[src/rtl/nibble_serial_alu_ctrl.sv]
// nibble_serial_alu_ctrl: multi-cycle W-bit add/subtract built from one 4-bit
// add/sub slice. It processes one nibble per cycle, starting with the least
// significant nibble, and chains the carry through a register.
// Optional feature macro: NIBBLE_SERIAL_ALU_SAT_EN. When defined, a result that
// overflows is clamped to the signed limit.
//
// Handshake: start is accepted only in IDLE or DONE. busy is high exactly
// while nibbles are processed (RUN). done is a one-cycle pulse (DONE). result
// and the flags are valid from done onwards and hold until the next DONE entry.

module add_sub_4b (
    input  logic [3:0] a,
    input  logic [3:0] b,
    input  logic       ctrl,
    input  logic       cin,
    output logic [3:0] sum,
    output logic       cout
);
    logic [3:0] b_int;

    // 4-bit add with optional B inversion (ctrl=1); carry-in supplied externally
    always_comb begin
        b_int       = ctrl ? ~b : b;
        {cout, sum} = {1'b0, a} + {1'b0, b_int} + {4'b0000, cin};
    end
endmodule

module nibble_serial_alu_ctrl #(
    parameter int NIBBLES = 4
) (
    input  logic                   clk,
    input  logic                   rst,
    input  logic                   start,
    input  logic                   op_sub,
    input  logic [4*NIBBLES-1:0]   a,
    input  logic [4*NIBBLES-1:0]   b,
    output logic                   busy,
    output logic                   done,
    output logic [4*NIBBLES-1:0]   result,
    output logic                   cout,
    output logic                   overflow,
    output logic                   zero
);
    localparam int W  = 4 * NIBBLES;
    localparam int IW = $clog2(NIBBLES);
    localparam logic [IW-1:0] LAST_IDX = IW'(NIBBLES - 1);

    localparam logic [1:0] IDLE = 2'd0;
    localparam logic [1:0] RUN  = 2'd1;
    localparam logic [1:0] DONE = 2'd2;

    logic [1:0]    state;
    logic [W-1:0]  a_q;
    logic [W-1:0]  b_eff_q;   // B already inverted for subtraction
    logic [W-1:0]  shadow;    // result nibbles assembled so far
    logic [IW-1:0] idx;
    logic          carry;

    logic [3:0]    slice_a;
    logic [3:0]    slice_b;
    logic [3:0]    slice_sum;
    logic          slice_cout;
    logic [W-1:0]  res_next;
    logic          ovf_next;
    logic [W-1:0]  res_final;
    logic          accept;

    // Select the current nibble of each latched operand for the shared slice
    always_comb begin
        slice_a = a_q[idx*4 +: 4];
        slice_b = b_eff_q[idx*4 +: 4];
    end

    add_sub_4b u_slice (
        .a    (slice_a),
        .b    (slice_b),
        .ctrl (1'b0),
        .cin  (carry),
        .sum  (slice_sum),
        .cout (slice_cout)
    );

    // Merge this cycle's nibble into the shadow and derive final flags/clamp
    always_comb begin
        res_next                = shadow;
        res_next[idx*4 +: 4]    = slice_sum;
        ovf_next  = (a_q[W-1] == b_eff_q[W-1]) && (res_next[W-1] != a_q[W-1]);
        res_final = res_next;
`ifdef NIBBLE_SERIAL_ALU_SAT_EN
        if (ovf_next) begin
            res_final = a_q[W-1] ? {1'b1, {(W-1){1'b0}}} : {1'b0, {(W-1){1'b1}}};
        end
`endif
    end

    assign accept = start && ((state == IDLE) || (state == DONE));
    assign busy   = (state == RUN);
    assign done   = (state == DONE);

    // Sequencer: latch operands on accept, walk nibbles in RUN, publish on last
    always_ff @(posedge clk) begin
        if (rst) begin
            state    <= IDLE;
            a_q      <= '0;
            b_eff_q  <= '0;
            shadow   <= '0;
            idx      <= '0;
            carry    <= 1'b0;
            result   <= '0;
            cout     <= 1'b0;
            overflow <= 1'b0;
            zero     <= 1'b0;
        end else begin
            case (state)
                IDLE, DONE: begin
                    if (accept) begin
                        a_q     <= a;
                        b_eff_q <= op_sub ? ~b : b;
                        carry   <= op_sub;
                        idx     <= '0;
                        shadow  <= '0;
                        state   <= RUN;
                    end else begin
                        state   <= IDLE;
                    end
                end
                RUN: begin
                    shadow <= res_next;
                    carry  <= slice_cout;
                    idx    <= idx + 1'b1;
                    if (idx == LAST_IDX) begin
                        idx      <= '0;
                        result   <= res_final;
                        cout     <= slice_cout;
                        overflow <= ovf_next;
                        zero     <= (res_final == '0);
                        state    <= DONE;
                    end
                end
                default: state <= IDLE;
            endcase
        end
    end
endmodule

[config.mk]
export PLATFORM = sky130hd
export DESIGN_NAME = nibble_serial_alu_ctrl
export DESIGN_NICKNAME = d
export VERILOG_FILES = /design/src/rtl/nibble_serial_alu_ctrl.sv
export SDC_FILE = /design/constraint.sdc
export NUM_CORES = 1
export LEC_CHECK = 0
export ABC_AREA = 1
export CORE_MARGIN = 5
export CORE_UTILIZATION = 45
export CTS_BUF_LIST = sky130_fd_sc_hd__clkbuf_4
export CTS_CLUSTER_SIZE = 12
export DETAILED_ROUTE_END_ITERATION = 10
export PLACE_DENSITY = 0.69
export REMOVE_ABC_BUFFERS = 1
export SLEW_MARGIN = 20
export SYNTH_ARGS = -nofsm -noshare
export SYNTH_HDL_FRONTEND = slang
export SYNTH_SLANG_ARGS = --single-unit
[constraint.sdc]
create_clock -name clk -period 4 [get_ports clk]
set_clock_uncertainty 0.1 [all_clocks]
set_input_delay 0.8 -clock clk [delete_from_list [all_inputs] [get_ports clk]]
set_output_delay 0.8 -clock clk [all_outputs]
set_load 0.01 [all_outputs]
# ---- Word level (Yosys, flattened, before mapping)
# Cells that the tools add are included.
dict set report classes {
  shifts 4
  n_div 0
  add_sub_neg 4
  order_cmp 0
  n_reduce_logical 10
  n_mul 0
  bitwise_logic 1
  n_eq_ne 7
  mux 12
}
# cell n
set op_table {}
lappend op_table {{4-bit negator with 34-bit output} 1}
lappend op_table {{4-bit by 34-bit variable shift with 16-bit output, first input constant} 1}
lappend op_table {{4-bit by 34-bit indexed part select with 16-bit output} 1}
lappend op_table {{16-bit 2-to-1 mux} 2}
lappend op_table {{16-bit one-hot mux with 2 select lines} 1}
lappend op_table {{16-bit by 5-bit indexed part select with 4-bit output} 2}
lappend op_table {{16-bit bitwise mux} 1}
lappend op_table {{16-bit zero test} 1}
lappend op_table {{16-bit inverter} 1}
lappend op_table {{2-bit one-hot mux with 2 select lines} 2}
lappend op_table {{2-bit 2-to-1 mux} 3}
lappend op_table {{2-bit AND reduction} 3}
lappend op_table {{4-bit by 4-bit adder with 5-bit output} 1}
lappend op_table {{5-bit by 1-bit adder with 5-bit output} 1}
lappend op_table {{2-bit == test, second input constant} 2}
lappend op_table {{2-bit by 1-bit adder with 2-bit output, second input constant} 1}
lappend op_table {{2-bit by 1-bit == test with 1-bit output, second input constant} 1}
lappend op_table {{1-bit logical AND} 2}
lappend op_table {{2-bit zero test} 1}
lappend op_table {{1-bit 2-to-1 mux} 2}
lappend op_table {{2-bit by 1-bit inequality test with 1-bit output, second input constant} 1}
lappend op_table {{2-bit inequality test, second input constant} 1}
lappend op_table {{1-bit one-hot mux with 2 select lines} 1}
lappend op_table {{2-bit nonzero test} 1}
lappend op_table {{4 further kinds} 4}
dict set report word_totals {
  ram_bits 0
  in_bits 36
  memories 0
  elab_cells 48
  rom_bits 0
  latch_bits 0
  ff_bits 72
  out_inout_bits 21
}

# ---- Logic depth before layout (Yosys ltp)
dict set report logic_depth {
  word_depth 7
  mapped_depth 20
  depth_no_buf 17
}

# ---- Cells and area by module
# Synthesis repeated with hierarchy kept, for this count alone.
dict set report hier_totals {
  cells_unflattened 483
  hier_area_um2 3492.1
}
# mod seq_area_each_um2 n_inst cells_each area_each_um2
set modules_own_cells {}
lappend modules_own_cells {nibble_serial_alu_ctrl 1441.4 1 460 3313.2}
lappend modules_own_cells {add_sub_4b 0.0 1 23 178.9}

# ---- Least setup slack after synthesis
# No wires, ideal clock.
dict set report synth_path {
  kind {register -> register}
  startpoint {reg idx[0]}
  endpoint {reg zero}
  required_time_ns 3.768
  arrival_time_ns 2.749
  synth_period_minus_slack_ns 2.981
  stages_incl_launch_ff 20
  slack_ns 1.019
  setup_time_ns 0.132
  n_path_buf 3
  path_cell_list {dfxtp_1 buf_2 inv_1 buf_2 clkbuf_1 o21ai_0 o22ai_1 fa_1 inv_1 fa_1 nor2_1 nand3_1 nand2_1 nor2_1 nand2_1 nor2_1 nand2_1 nor2_1 nand3_1 a21oi_1}
}
dict set report synth_between {
  elab_chain_len 6
  word_cells_on_any_way 11
  classes_between {add/sub: 3; eq/ne: 1; shift: 4; mux: 1; reduce/logical: 2}
}
# item line_no
set synth_rtl {}
lappend synth_rtl {{from (decl)} 56} ;# logic [IW-1:0] idx;
lappend synth_rtl {{from (signal assigned)} 130} ;# idx <= idx + 1'b1;
lappend synth_rtl {{16-bit by 5-bit indexed part select with 4-bit output, on equally long branches} {70, 71}}
lappend synth_rtl {{4-bit by 4-bit adder with 5-bit output} 24} ;# {cout, sum} = {1'b0, a} + {1'b0, b_int} + {4'b0000, cin};
lappend synth_rtl {{5-bit by 1-bit adder with 5-bit output} 24}
lappend synth_rtl {{4-bit by 34-bit indexed part select with 16-bit output} 86} ;# res_next[idx*4 +: 4] = slice_sum;
lappend synth_rtl {{16-bit bitwise mux} 86}
lappend synth_rtl {{16-bit zero test} 136} ;# zero <= (res_final == '0);
lappend synth_rtl {{to (signal assigned)} 136}
lappend synth_rtl {{to (decl)} 42} ;# output logic zero
# Parallel ways exist; a longest one is shown, timed or not.
# A chain may end at the register's enable or synchronous reset.

# ---- Worst setup path after layout
dict set report layout_path {
  startpoint {reg idx[1]}
  endpoint {reg zero}
}
# Same word-level chain as after synthesis.

==> results.yml <==
synth:
  syn_area_um2: 3420
  synth_top_area_frac: 0.421
  yosysMostFrequentCell: "nand2_1"
  avgSynthCellArea_um2: 7.16
  synthCells: 478
  synth_area_leader_cell: "dfxtp_1"
  synth_area_leaders: "dfxtp_1 42%, nand2_1 12%, o21ai_0 7.7%"
  synthArstFlopShare: 0
  synthTopCellsByCount: "112 x nand2_1, 72 x dfxtp_1, 64 x nor2_1"
  synth_seq_cells: 72
  yosysSeqAreaShare: 0.421
  dominantRegCellSynth: "dfxtp_1"
  synth_edf_count: 0
  synth_cell_types: 26
  yosysWarnings: 0
worst_setup_path:
  slowest_stage: "dfxtp_1"
  rrSetupSlack_ps: 950
  start_kind: "register"
  r2r-start: "idx[1]"
  path_class: "reg2reg"
  crit_arrival_ps: 3260
  rr_endpoint: "zero"
  crit_family: "adder cells"
  crit_buf_inv: 2
  critPathMaxStageDelay_ps: 510
  cp_cell_sequence: "inv_1 > o21ai_0 > o22ai_1 > fa_1 > inv_1 > fa_1 > nor2_1 > nand3_1 > nand2_1 > nor2_1 > nand2_1 > nor2_1 > nand2_1 > nor2_1 > nand3_1 > a21oi_1"
  reg2reg_depth: 16
  path_max_fanout: 14
  critical_path_required_ps: 4210
  path_depth: 16
  crit_path_frequent_cell: "nor2_1"
  endpoint_kind: "register"
grt:
  grt_max_degree: 45
  grt_pass1_wl_um: 14300
  antenna_found_initial: 0
  grt_pass1_vias: 3058
  grt-ovfl-total: 0
  grt_use_total: 0.182
min_path:
  hold_class: "reg2reg"
  min-delay-start: "shadow[6]"
  hold_end: "shadow[6]"
  whs_path_depth: 2
placed_design:
  dpl.cell_count: 614
  placed_area_um2: 4050
  io_buffers: 56
  gp_congestion: 0.878
  hpwlAfterDp_um: 6030
floorplanning:
  rows: 31
  die_area_um2: 9450
  die_x_um: 97.2
  start_util: 0.467
  core_area_um2: 7330
  die_h_um: 97.2
  io_pins: 57
timing:
  fin_tns_setup_ps: 0
  hold_violations: 0
  holdWs_ps: 372
  finalCritPeriodShare: 0.763
  finalCriticalPeriod_ps: 3050
  max_freq_mhz: 328
  rsz0062_at_grt: "false"
  final_max_slew_viol_count: 0
  setup_viol: 0
  worst_pin_slew_ps: 910
  relSlewSlack: 0.392
drt:
  routed_wl_um: 8280
  drt-initial-drc-count: 134
  drt_drc_violations_left: 0
  post_drt_wl_per_cell_um: 13.2
  drt_pass1_iterations: 6
  vias: 3157
  drt.antenna.violating_nets: 0
  via_per_inst: 5.02
final_layout:
  area_growth_pct: 22.8
  nets: 573
  final_cells: 629
  final_cell_area_um2: 4200
  diodes: 0
  layout-drive-gt1-share: 0.0566
clock_tree:
  clk_pin_slew_worst_paths_ps: 120
  htree_levels: 3
  root_buffer: "clkbuf_4"
  cts_setup_buffers: 0
  clock_latency_ps: 420
  postCtsHoldBufs: 0
  numCtsBuffers: 9
  cts_sinks: 72
  ctsResizeCount: 0
  clockBufferDepth: 2
  cts_tree: "done"
pwr:
  leakage_nw: 1.74
  p_total_mw: 1.60
  power_density_nw_per_um2: 381
  vdd.ir_drop.worst_mv: 0.178
flow_run:
  maxCapViolations: 0
outcome:
  status: "complete, no violations"
metal layers:
metal | global-route usage | part of all wire | vias up
li1 | - | - | 1656
met1 | 0.223 | 0.46 | 1413
met2 | 0.313 | 0.48 | 73
met3 | 0.0431 | 0.038 | 15
met4 | 0.0607 | 0.018 | 0
met5 | 0 | 0 | -
worst max path at each step:
| stage | endpoint | from | slack (ps) |
|---|---|---|---|
| after global placement | zero | idx[1] | 1090 |
| after CTS | zero | idx[1] | 950 |
| after floorplan | zero | idx[0] | 750 |
| after global routing | zero | idx[1] | 680 |
| final | zero | idx[1] | 950 |
| after detailed placement | zero | idx[1] | 960 |
registers in the layout, indices dropped and copies added (netlist names):
register  count
result       16
shadow       16
b_eff_q      16
carry         1
overflow      1
cout          1
state         2
a_q          16
idx           2
zero          1
kinds of logic after synthesis:
logic type / Yosys count / share of synthesized area
simple gates: 215 / 0.262
compound gates: 107 / 0.163
fa+ha+maj: 11 / 0.0446
buf+inv: 57 / 0.0680
xor+xnor: 16 / 0.0409
flops: 72 / 0.421
stage by stage:
step / worst slack, ps / util
floorplan: 751 / -
global placement: 1090 / 0.552
detailed placement: 957 / 0.552
CTS: 948 / 0.573
global route: 679 / 0.573
finish: 949 / 0.573
area by class of cell:
class,count,area [um2]
sequential,72,1440
tap,99,124
multi-input combinational,349,1750
inverter,32,125
clock inverter,3,67.6
timing repair buffer,62,606
clock buffer,12,90.1
fill,702,3130
power by group:
part | internal, mW | switching (mW) | leakage [nW]
Clock | 0.272 | 0.250 | 0.0836
Sequential | 0.751 | 0.0206 | 0.588
Combinational | 0.123 | 0.186 | 1.07
cell usage in the layout (no fill, tap or decap), types with 3 or more instances in the layout:
cell type and count:
buf_4 6, a21oi_1 43, clkdlybuf4s50_1 56, nand2_1 112, nor2_1 64, dfxtp_1 72, xnor2_1 16, o22ai_1 5
inv_1 28, nand4_1 6, clkbuf_4 12, nand3_1 27, o21ai_0 53, nor2_4 3, ha_1 9
tightest hold or removal path, stage by stage, from the launching register on:
cell,delay (ps)
dfxtp_1,330
nand2_1,60
a21oi_1,50
Power figures use the tool's default switching activity.
